<file path="config.mk">
export PLATFORM = sky130hd
export DESIGN_NAME = uart_tx_capture
export DESIGN_NICKNAME = d
export VERILOG_FILES = /design/src/rtl/uart_tx_capture.sv
export SDC_FILE = /design/constraint.sdc
export NUM_CORES = 1
export LEC_CHECK = 0
export CORE_MARGIN = 8
export CORE_UTILIZATION = 50
export DETAILED_ROUTE_END_ITERATION = 8
export GPL_TIMING_DRIVEN = 0
export PLACE_DENSITY = 0.68
export SLEW_MARGIN = 10
export SYNTH_ARGS = -nofsm -noshare
export SYNTH_HDL_FRONTEND = slang
export SYNTH_SLANG_ARGS = --single-unit
</file>
<file path="constraint.sdc">
create_clock -name clock -period 6.52 [get_ports clock]
set_input_delay 1.304 -clock clock [delete_from_list [all_inputs] [get_ports clock]]
set_output_delay 1.304 -clock clock [all_outputs]
set_load 0.02 [all_outputs]
</file>
<file path="src/rtl/uart_tx_capture.sv">
// UART 8N1 receiver with a first-word-fall-through byte FIFO and sticky error flags.
// Define UART_CAPTURE_PARITY_EN to add an even-parity bit and the io_parity_err output.
module uart_tx_capture #(
    parameter int CLKS_PER_BIT = 217,
    parameter int FIFO_DEPTH   = 8
) (
    input  logic                          clock,
    input  logic                          reset,
    input  logic                          io_rx,
    input  logic                          io_clear,
    input  logic                          io_ready,
    output logic [7:0]                    io_data,
    output logic                          io_valid,
    output logic [$clog2(FIFO_DEPTH):0]   io_count,
    output logic                          io_frame_err,
    output logic                          io_overflow,
    output logic                          io_busy
`ifdef UART_CAPTURE_PARITY_EN
    ,
    output logic                          io_parity_err
`endif
);

    localparam int TW = $clog2(CLKS_PER_BIT);
    localparam int AW = $clog2(FIFO_DEPTH);
    localparam logic [TW-1:0] HALF = TW'(CLKS_PER_BIT / 2 - 1);
    localparam logic [TW-1:0] FULL = TW'(CLKS_PER_BIT - 1);

    typedef enum logic [2:0] {
        IDLE   = 3'd0,
        START  = 3'd1,
        DATA   = 3'd2,
        STOP   = 3'd3,
`ifdef UART_CAPTURE_PARITY_EN
        PARITY = 3'd5,
`endif
        BREAK  = 3'd4
    } state_t;

    state_t        state;
    logic          rx_m, rx_s, rx_p;
    logic [TW-1:0] timer;
    logic [2:0]    bit_idx;
    logic [7:0]    shift;
    logic          tick, fall, push_req, frame_set;

    logic [7:0]    mem [FIFO_DEPTH];
    logic [AW-1:0] wr_ptr, rd_ptr;
    logic [AW:0]   count;
    logic          full, pop, do_push;

    assign tick      = (timer == '0);
    assign fall      = rx_p & ~rx_s;
    assign push_req  = (state == STOP) && tick && rx_s;
    assign frame_set = (state == STOP) && tick && !rx_s;

    assign full     = (count == (AW + 1)'(FIFO_DEPTH));
    assign io_valid = (count != '0);
    assign pop      = io_valid && io_ready;
    // A full FIFO still takes the byte when the head leaves in the same cycle.
    assign do_push  = push_req && (!full || pop);

    assign io_count = count;
    assign io_data  = io_valid ? mem[rd_ptr] : 8'h00;
    assign io_busy  = (state != IDLE);

    always_ff @(posedge clock or posedge reset) begin
        if (reset) begin
            rx_m <= 1'b1;
            rx_s <= 1'b1;
            rx_p <= 1'b1;
        end else begin
            rx_m <= io_rx;
            rx_s <= rx_m;
            rx_p <= rx_s;
        end
    end

    always_ff @(posedge clock or posedge reset) begin
        if (reset) begin
            state        <= IDLE;
            timer        <= '0;
            bit_idx      <= '0;
            shift        <= '0;
            io_frame_err <= 1'b0;
`ifdef UART_CAPTURE_PARITY_EN
            io_parity_err <= 1'b0;
`endif
        end else begin
            io_frame_err <= frame_set | (io_frame_err & ~io_clear);
`ifdef UART_CAPTURE_PARITY_EN
            io_parity_err <= ((state == PARITY) && tick && (rx_s != ^shift))
                             | (io_parity_err & ~io_clear);
`endif
            if (!tick) timer <= timer - 1'b1;
            case (state)
                IDLE: begin
                    if (fall) begin
                        state <= START;
                        timer <= HALF;
                    end
                end
                START: begin
                    if (tick) begin
                        if (rx_s) begin
                            state <= IDLE;
                        end else begin
                            state   <= DATA;
                            timer   <= FULL;
                            bit_idx <= '0;
                        end
                    end
                end
                DATA: begin
                    if (tick) begin
                        shift   <= {rx_s, shift[7:1]};
                        timer   <= FULL;
                        bit_idx <= bit_idx + 1'b1;
`ifdef UART_CAPTURE_PARITY_EN
                        if (bit_idx == 3'd7) state <= PARITY;
`else
                        if (bit_idx == 3'd7) state <= STOP;
`endif
                    end
                end
`ifdef UART_CAPTURE_PARITY_EN
                PARITY: begin
                    if (tick) begin
                        timer <= FULL;
                        state <= STOP;
                    end
                end
`endif
                STOP: begin
                    // Leaving at mid-stop-bit lets the next start edge follow with no gap.
                    if (tick) state <= rx_s ? IDLE : BREAK;
                end
                BREAK: begin
                    if (rx_s) state <= IDLE;
                end
                default: state <= IDLE;
            endcase
        end
    end

    always_ff @(posedge clock or posedge reset) begin
        if (reset) begin
            wr_ptr      <= '0;
            rd_ptr      <= '0;
            count       <= '0;
            io_overflow <= 1'b0;
        end else begin
            if (do_push) wr_ptr <= wr_ptr + 1'b1;
            if (pop)     rd_ptr <= rd_ptr + 1'b1;
            if (do_push && !pop)      count <= count + 1'b1;
            else if (pop && !do_push) count <= count - 1'b1;
            io_overflow <= (push_req && full && !pop) | (io_overflow & ~io_clear);
        end
    end

    always_ff @(posedge clock) begin
        if (do_push) mem[wr_ptr] <= shift;
    end

endmodule

</file>
==> results of run 1 <==
power by group:
part	internal, mW	switching, mW	total (mW)
sequential	0.730	0.0638	0.793
combinational	0.304	0.320	0.624
clock	0.222	0.218	0.440
sequential cells by signal (all words and copies together), names as in the netlist:
name,cells
mem,64
shift,8
timer,8
io_count,4
bit_idx,3
rd_ptr,3
state,3
wr_ptr,3
io_frame_err,1
io_overflow,1
rx_m,1
rx_p,1
rx_s,1
cells in the mapped netlist (2+ instances only):
| library cell | count |
|---|---|
| nor4_1 | 3 |
| buf_2 | 2 |
| clkbuf_1 | 4 |
| inv_1 | 8 |
| mux2_2 | 11 |
| o21ai_0 | 8 |
| mux4_2 | 16 |
| a21oi_1 | 6 |
| a22o_1 | 2 |
| ha_1 | 9 |
| mux2i_1 | 10 |
| or3b_2 | 2 |
| xor2_1 | 3 |
| dfrtp_1 | 34 |
| a221o_1 | 2 |
| nor3_2 | 2 |
| or3_1 | 2 |
| nand2_1 | 10 |
| nor2_1 | 25 |
| nor2b_1 | 2 |
| dfstp_2 | 3 |
| nand2b_1 | 8 |
| edfxtp_1 | 64 |
| buf_1 | 2 |
| xnor2_1 | 6 |
| nor3_1 | 6 |
| nand3_1 | 3 |
metrics by stage:
stage	utilization, %	power, mW	hold WS (ns)
final	57.3	1.86	0.364
after global routing	57.3	1.96	0.369
after CTS	57.2	1.88	0.365
after detailed placement	54.6	1.44	0.351
after global placement	54.6	1.42	0.347
after floorplan	-	1.23	0.345
per-layer routing:
metal  vias up  track usage (%)
li1       1117                -
met1      1207             17.9
met2        26             22.4
met3        10             1.95
met4         0             6.26
met5         -                0
worst max path at each step:
stage	start	to	slack, ns	cells past startpoint
after floorplan	io_ready	io_count[3]	2.79	9
after global placement	io_ready	io_count[3]	2.05	10
after detailed placement	io_ready	io_count[3]	2.00	10
after CTS	rd_ptr[1]	io_data[6]	2.30	6
after global routing	rd_ptr[1]	io_data[3]	2.17	6
final	io_ready	io_count[3]	2.34	10
cell type report:
cell class	instances	area, sq um
fill	676	3650
sequential	101	2850
multi-input combinational	157	1410
timing repair buffer	20	200
tap	108	135
clock buffer	9	124
clock inverter	7	104
buffer	9	40.0
inverter	9	33.8
worst reg2reg max path, delay by kind of cell (launching register included):
kind	cells	cell delay (ns)
AOI/OAI and AO/OA	5	1.62
adders and majority gates	3	0.76
buffers and inverters	2	0.22
DFF	1	0.41
and+or+nand+nor	1	0.56
cell families after synthesis:
| logic type | count (synthesis) |
|---|---|
| adder cells (fa/ha/maj) | 10 |
| flip-flops | 101 |
| AND/OR/NAND/NOR | 70 |
| XOR/XNOR | 9 |
| buffers and inverters | 18 |
| AO/OA/AOI/OAI | 30 |
| multiplexers | 38 |
==> metrics, run 1 <==
vias per inst approximately 5.6; reg2reg end io_count[3]; clk root buf clkbuf_8; Pre-antenna DRT Iters 4; most used cell, CP ha_1; relative slew slack 36.2%; critical path, cell by cell clkdlybuf4s50_1 > and2b_2 > a2111oi_4 > ha_1 > inv_1 > ha_1 > a21o_1 > a2111oi_0 > a31oi_1 > a221o_1; Fin Setup TNS 0 ns; Num CTS Buffers 9; vias in the first global route 2502; Post-synth EDFFs 64; M1 wire length 3.47 mm; Async S/R FF share, synth 36.6%; Die W between 100 and 150 um; Worst Reg-to-Reg Cells 11; Post-Synth XOR/XNOR Area 1.82%; Synth-to-Final Area Change 13.1%; # setup viols final 0; Syn Std Cell Area around 0.0043 sq mm; Simple-Gate Fraction of Synth Area slightly below 9%; worst path required time 6.76 ns; All-Layer GR Usage 13.8%; n_diodes 0; hold path start rx_m; clk buf depth 2; Area after DPL roughly 0.0047 sq mm; CTS Sinks 101; R2R Path Start timer[0]; Hold Path Stages 0; Hold WC Path Type register to register; clk_lat worst skew roughly 0.36 ns; core area 0.00855 sq mm; H-tree depth 3; routed via count 2360; minimum clock period 4.18 ns; row count 34; DR top layer met4; Starting Density 50.7%; final slew viol count 0; Worst setup EP type register; layout net count 322; maximum net fanout on the critical path 6; post-synthesis mux area share between 10 and 15%; Post-CTS Setup Bufs 0; fin crit share 64.1%; die height roughly 110 um; largest net degree at the start of global routing 38; largest family of logic cells by synthesized area multiplexers; routed wl met2 3.64 mm; Clock Pin Slew Worst Setup and Hold Paths 0.10 ns; I/O Buffers 20; Worst EP arrival between 4 and 5 ns; Mean Syn Cell Area 15.7 sq um; syn nets 291; Initial DRC Count 113; synth top area cells edfxtp_1, dfrtp_1, mux4_2, mux2_2, ha_1; # placed instances between 400 and 500; WL per Instance about 18 um; total wire length 7.37 mm; Worst Skew 0.0133 ns; Fmax about 0.24 GHz; number of routed nets with antenna violations 0; share of the synthesized area in the top cell type 44.4%; HPWL after DPL 5.12 mm; Finished Layout Cells 420; hold endpoint rx_s; commonest non-fill, non-tap cells in the layout edfxtp_1, dfrtp_1, nor2_1, clkdlybuf4s50_1, mux4_2; cell taking the most area after synthesis edfxtp_1; Ys Warns 0; Design Area, Final 0.00490 sq mm; cts hold-fix bufs 0; grt ovf 0; Top delay family on crit path compound AO/OA/AOI/OAI gates; Worst Tran Pin Value 0.949 ns; commonest non-fill, non-tap cell in the layout edfxtp_1; Seq cells post-synth 101; Seq/Total Area, Yosys 65.8%; share of cells above drive strength 1 20.5%; compound-cell area share of the yosys netlist under 10%; die footprint 0.0119 sq mm; antenna violations before repair 0; # resized after CTS 0; Adder-Cell Fraction of Synth Area 3.06%; Final Hold Viols 0; met3 WL 148 um; Pleak 1.68 nW; max cap viols 0; unrepaired setup endpoints after global routing no; R2R setup slack 2.85 ns; critical path's largest stage delay 0.60 ns; critical path's slowest cell a2111oi_4; Final GP Congestion 0.786; worst path bufs/invs 2; DRC 0; power density over cell area 379 mW/mm^2; pre-CTS WS 2.00 ns; first-pass GRT wire length approximately 12 mm; setup ws final 2.34 ns; status finished, final reports clean; Peak VDD IR around 170 uV; TritonCTS clock tree built; Worst setup SP type input port; Synth Flop Type edfxtp_1; Synth cell types 50; CP Class input port to register; cell count after synthesis approximately 280; number of I/O pins 21
Power figures use the tool's default switching activity.
==> inputs of run 2 (changes only) <==
--- a/config.mk
+++ b/config.mk
@@ -9,7 +9,7 @@
 export CORE_UTILIZATION = 50
 export DETAILED_ROUTE_END_ITERATION = 8
 export GPL_TIMING_DRIVEN = 0
-export PLACE_DENSITY = 0.68
+export PLACE_DENSITY = 0.71
 export SLEW_MARGIN = 10
 export SYNTH_ARGS = -nofsm -noshare
 export SYNTH_HDL_FRONTEND = slang
==> constraint.sdc (replaced) <==
create_clock -name clock -period 3.8 [get_ports clock]
set_input_delay 0.76 -clock clock [delete_from_list [all_inputs] [get_ports clock]]
set_output_delay 0.76 -clock clock [all_outputs]
set_load 0.02 [all_outputs]
==> run 2 against run 1 <==
Cell count up 0.71%; largest power group unchanged; cell area down 0.33%; core utilization down 0.19 points; via count down 0.64%; register-to-register slack worse by 2.6 ns; largest cell class unchanged; wire length up 1.6%; first-iteration DRC count down 20%; global-route usage up 0.55 points; flip-flop and latch count unchanged; sequential power up 73%; combinational power up 71%.
==> metrics, run 2 (same netlist as run 1, synthesis figures left out) <==
total wire length 7.49 mm (was 7.37 mm); final slew viol count 0 (unchanged); largest reg by FF count mem (unchanged); max reg flops 64 (unchanged); Design Area, Final 0.00488 sq mm (was 0.00490 sq mm); core area 0.00855 sq mm (unchanged); DRC 0 (unchanged); worst path required time 4.05 ns (was 6.76 ns); Worst setup startpoint timer[0] (was io_ready); Fin Setup TNS 0 ns (unchanged); largest net degree at the start of global routing 38 (unchanged); All-Layer GR Usage 14.3% (was 13.8%); pre-CTS WS -0.160 ns (was 2.00 ns); Pre-antenna DRT Iters 4 (unchanged); critical path's slowest cell or3b_2 (was a2111oi_4); status finished, final reports clean (unchanged); Pleak 1.68 nW (about the same); Hold WC Path Type register to register (unchanged); routed via count 2345 (was 2360); TritonCTS clock tree built (unchanged); maximum net fanout on the critical path 5 (was 6); CP Class register to register (was input port to register); reg2reg end io_count[3] (unchanged); H-tree depth 3 (unchanged); Worst setup EP type register (unchanged); relative slew slack 19.0% (was 36.2%); max cap viols 0 (unchanged); Worst Reg-to-Reg Cells 11 (unchanged); switching pwr 1.00 mW (was 0.602 mW); clk root buf clkbuf_8 (unchanged); critical path, cell by cell inv_1 > ha_1 > or3b_2 > a2111oi_4 > ha_1 > inv_1 > ha_1 > a21o_1 > a2111oi_0 > a31oi_1 > a221o_1 (was clkdlybuf4s50_1 > and2b_2 > a2111oi_4 > ha_1 > inv_1 > ha_1 > a21o_1 > a2111oi_0 > a31oi_1 > a221o_1); grt ovf 0 (unchanged); Clock Pin Slew Worst Setup and Hold Paths 0.09 ns (was 0.10 ns); Fmax 0.280 GHz; Final GP Congestion 0.840 (was 0.786); most used cell, CP ha_1 (unchanged); first-pass GRT wire length 12.8 mm (was 12.5 mm); combinational share of power 34.6% (was 33.6%); vias in the first global route 2505 (was 2502); # setup viols final 0 (unchanged); layout net count 325 (was 322); Die W 109 um (unchanged); Worst Skew 0.0146 ns (was 0.0133 ns); n_diodes 0 (unchanged); Num CTS Buffers 9 (unchanged); antenna violations before repair 0 (unchanged); Seq pwr share 44.3% (was 42.7%); minimum clock period roughly 3.6 ns; number of I/O pins 21 (unchanged); R2R setup slack 0.23 ns (was 2.85 ns); number of fill cells 683 (was 676); critical path's largest stage delay 0.55 ns (was 0.60 ns); unrepaired setup endpoints after global routing no (unchanged); clk buf depth 2 (unchanged); fin crit share 94.0%; Hold Slack 0.362 ns (was 0.364 ns); R2R Path Start timer[0] (unchanged); CTS Sinks 101 (unchanged); clk_lat worst skew 0.36 ns (about the same); Hold Path Stages 0 (unchanged); internal power 2.08 mW (was 1.26 mW); power density over cell area 632 mW/mm^2 (was 379 mW/mm^2); area of the multi-input gates 0.00142 sq mm (was 0.00141 sq mm); number of routed nets with antenna violations 0 (unchanged); setup ws final 0.226 ns (was 2.34 ns); hold path start rx_m (unchanged); hold endpoint rx_s (unchanged); Worst setup SP type register (was input port); share of cells above drive strength 1 20.3% (was 20.5%); Worst Tran Pin Value 1.21 ns (was 0.949 ns); vias per inst 5.54 (was 5.62); clock power share 21.1% (was 23.7%); Starting Density 50.7% (unchanged); FF/Latch Area 0.00285 sq mm (unchanged); Initial DRC Count 90 (was 113); row count 34 (unchanged); Area after DPL 0.00467 sq mm (unchanged); WL per Instance 17.7 um (was 17.5 um); Peak VDD IR 298 uV (was 171 uV); Worst EP arrival 3.82 ns (was 4.42 ns); die height 109 um (unchanged); Final Hold Viols 0 (unchanged); power consumption 3.08 mW (was 1.86 mW); HPWL after DPL 5.10 mm (was 5.12 mm); commonest non-fill, non-tap cell in the layout edfxtp_1 (unchanged); Synth-to-Final Area Change 12.7% (was 13.1%); Largest regs mem x64, shift x8, timer x8 (unchanged); commonest non-fill, non-tap cells in the layout edfxtp_1, dfrtp_1, nor2_1, clkdlybuf4s50_1, mux4_2 (unchanged); die footprint 0.0119 sq mm (unchanged); I/O Buffers 20 (unchanged); Net Sw Frac 32.5% (was 32.4%)
==> run 2: worst max-delay path, delay by kind of cell (launching register included) <==
kind	cells	cell delay, ns
compound gates	5	1.54
fa+ha+maj	3	0.74
simple gates	1	0.55
flops	1	0.40
buf+inv	2	0.22
==> run 2: worst max path at each step <==
stage,end,cells after the start
after global placement,io_count[3],10
final,io_count[3],11
after detailed placement,io_count[3],10
after floorplan,io_count[3],11
after CTS,io_data[6],6
after global routing,io_count[3],11
==> run 2: stage by stage <==
stage | utilization (%) | std cells
3_5_place_dp | 54.6 | 404
5_1_grt | 57.1 | 423
4_1_cts | 56.7 | 420
2_1_floorplan | - | 276
3_3_place_gp | 54.6 | 404
6_report | 57.1 | 423
==> run 2: power by group through the flow <==
stage	combinational [mW]	sequential [mW]	clock (mW)
after floorplan	0.723	1.39	0
after global placement	1.06	1.38	0
after detailed placement	1.08	1.38	0
after CTS	1.08	1.36	0.673
after global routing	1.18	1.38	0.719
final	1.07	1.37	0.652
==> run 2: area by class of cell <==
class                           count  share of cell area, %
Buffer                              9                  0.846
Timing Repair Buffer               23                   4.56
Sequential cell                   101                   58.4
Inverter                            9                  0.692
Clock buffer                       12                   2.77
Multi-Input combinational cell    157                   29.0
Tap cell                          108                   2.77
Clock inverter                      4                  0.999
==> run 2: layer usage <==
| metal | track usage [%] | share of wire, % | vias to the layer above |
|---|---|---|---|
| li1 | - | - | 1115 |
| met1 | 17.6 | 44 | 1183 |
| met2 | 23.8 | 51 | 37 |
| met3 | 3.90 | 3.8 | 10 |
| met4 | 4.99 | 1.4 | 0 |
| met5 | 0 | 0 | - |
==> run 2: timing repair <==
action                                  CTS  global route
resized for setup                         0             3
hold buffers                              0             0
endpoints found under the setup margin    0             3
buffers inserted                          0             3
==> inputs of run 3 (changes only) <==
--- a/config.mk
+++ b/config.mk
@@ -6,10 +6,10 @@
 export NUM_CORES = 1
 export LEC_CHECK = 0
 export CORE_MARGIN = 8
-export CORE_UTILIZATION = 50
+export CORE_UTILIZATION = 30
 export DETAILED_ROUTE_END_ITERATION = 8
 export GPL_TIMING_DRIVEN = 0
-export PLACE_DENSITY = 0.71
+export PLACE_DENSITY = 0.47
 export SLEW_MARGIN = 10
 export SYNTH_ARGS = -nofsm -noshare
 export SYNTH_HDL_FRONTEND = slang
==> run 3 against run 2 <==
Cell area rose by 4.2%; global-route usage decreased by 4.0 points; register-to-register slack gained 0.02 ns; wire length increased by 17%; flip-flop and latch count unchanged; highest routed layer unchanged; critical path depth decreased by 5; sequential power is essentially flat; critical endpoint is now io_data[4].
==> metrics, run 3 (same netlist as run 1, synthesis figures left out) <==
clk buf depth 2 (unchanged); clk root buf clkbuf_16 (was clkbuf_8); CTS Sinks 101 (unchanged); DRC 0 (unchanged); final slew viol count 0 (unchanged); share of cells above drive strength 1 21.0% (was 20.3%); n_diodes 0 (unchanged); Seq pwr share 41.4% (was 44.3%); Worst setup SP type register (unchanged); layout net count 325 (unchanged); number of routed nets with antenna violations 0 (unchanged); # setup viols final 0 (unchanged); Hold WC Path Type register to register (unchanged); HPWL after DPL 5.82 mm (was 5.10 mm); Final Hold Viols 0 (unchanged); vias in the first global route 2427 (was 2505); Net Sw Frac 32.6% (was 32.5%); relative slew slack 37.6% (was 19.0%); commonest non-fill, non-tap cell in the layout edfxtp_1 (unchanged); Die W 136 um (was 109 um); Initial DRC Count 90 (unchanged); Worst EP arrival 2.80 ns (was 3.82 ns); worst path required time 3.04 ns (was 4.05 ns); area of the multi-input gates 0.00142 sq mm (about the same); FF/Latch Area 0.00285 sq mm (unchanged); clock power share 25.8% (was 21.1%); Worst setup EP type primary output (was register); routed via count 2393 (was 2345); row count 44 (was 34); number of fill cells 1382 (was 683); commonest non-fill, non-tap cells in the layout edfxtp_1, dfrtp_1, nor2_1, clkdlybuf4s50_1, mux4_2 (unchanged); largest reg by FF count mem (unchanged); CP Class register to primary output (was register to register); Pre-antenna DRT Iters 5 (was 4); maximum net fanout on the critical path 10 (was 5); DR top layer met4 (unchanged); TritonCTS clock tree built (unchanged); Fin Setup TNS 0 ns (unchanged); Largest regs mem x64, shift x8, timer x8 (unchanged); M1 wire length 4.01 mm (was 3.27 mm); minimum clock period 3.56 ns (was 3.57 ns); Num CTS Buffers 9 (unchanged); combinational share of power 32.8% (was 34.6%); Area after DPL 0.00479 sq mm (was 0.00467 sq mm); first-pass GRT wire length 14.1 mm (was 12.8 mm); Design Area, Final 0.00509 sq mm (was 0.00488 sq mm); unrepaired setup endpoints after global routing no (unchanged); die height 136 um (was 109 um); H-tree depth 3 (unchanged); Util after Layout 35.6% (was 57.1%); WL per Instance 17.6 um (was 17.7 um); Pleak 1.72 nW (was 1.68 nW); power density over cell area 651 mW/mm^2 (was 632 mW/mm^2); core area 0.0143 sq mm (was 0.00855 sq mm); vias per inst 4.80 (was 5.54); Starting Density 30.3% (was 50.7%); cts hold-fix bufs 0 (unchanged); grt ovf 0 (unchanged); Worst Skew 0.00623 ns (was 0.0146 ns); largest net degree at the start of global routing 23 (was 38); Synth-to-Final Area Change 17.5% (was 12.7%); max reg flops 64 (unchanged); Final GP Congestion 0.720 (was 0.840); Clock Pin Slew Worst Setup and Hold Paths 0.07 ns (was 0.09 ns); Worst Tran Pin Value 0.932 ns (was 1.21 ns); All-Layer GR Usage 10.3% (was 14.3%); Peak VDD IR 276 uV (was 298 uV); clk_lat worst skew 0.34 ns (was 0.36 ns); internal power 2.23 mW (was 2.08 mW); antenna violations before repair 0 (unchanged); number of I/O pins 21 (unchanged); die footprint 0.0185 sq mm (was 0.0119 sq mm); total wire length 8.77 mm (was 7.49 mm); max cap viols 0 (unchanged); routed wl met2 4.30 mm (was 3.83 mm); I/O Buffers 20 (unchanged); status finished, final reports clean (unchanged); met3 WL 303 um (was 284 um); Fmax 0.281 GHz (was 0.280 GHz); fin crit share 93.7% (was 94.0%); switching pwr 1.08 mW (was 1.00 mW)
==> run 3: layout make-up <==
class,instances,share of cell area (%)
timing repair buffer,23,4.62
buffer,9,0.811
multi-input combinational,157,27.9
inverter,9,0.664
clock buffer,10,4.50
clock inverter,6,0.934
sequential,101,56.0
tap,184,4.52
==> run 3: what timing repair did <==
action	in CTS	in global routing
resized for setup	1	1
endpoints found under the hold margin	0	0
cloned	0	0
setup buffers	0	1
pin swaps	0	1
endpoints found under the setup margin	2	1
==> run 3: power by group through the flow <==
stage                     Sequential [mW]  Clock (mW)  Combinational, mW
after floorplan                      1.39           0              0.723
after global placement               1.38           0               1.10
after detailed placement             1.38           0               1.11
after CTS                            1.36       0.887               1.11
after global routing                 1.38       0.936               1.21
final                                1.37       0.856               1.09
==> run 3: routing by layer <==
| metal | global-route usage, % | vias to the layer above |
|---|---|---|
| met3 | 2.88 | 11 |
| met1 | 13.0 | 1222 |
| li1 | - | 1119 |
| met5 | 0 | - |
| met4 | 4.21 | 0 |
| met2 | 16.2 | 41 |
==> run 3: worst paths after layout <==
kind                       depth (start not counted)  slack (ns)           to      start
hold reg to reg                                    0        0.36         rx_s       rx_m
setup / recovery                                   6        0.24   io_data[4]  rd_ptr[0]
max in group asynchronous                          3        2.55         rx_s      reset
setup reg to reg                                  11        0.25  io_count[3]   timer[0]
min in group asynchronous                          2        0.72     timer[4]      reset
hold / removal                                     0        0.36         rx_s       rx_m
==> run 3: stage by stage <==
stage	hold WS [ns]	power (mW)	worst slack (ns)	instances
6_report	0.365	3.31	0.240	499
5_1_grt	0.368	3.53	0.0351	499
4_1_cts	0.362	3.36	0.00635	498
3_5_place_dp	0.352	2.49	-0.250	482
3_3_place_gp	0.349	2.48	-0.179	480
2_1_floorplan	0.345	2.11	0.503	276
==> run 3: worst max-delay path: stages (launching register included) <==
cell and delay, ns:
dfrtp_1 0.35, buf_2 0.29, buf_2 0.42, mux4_2 0.56, mux2i_1 0.19, nor2_1 0.06, clkdlybuf4s50_1 0.57
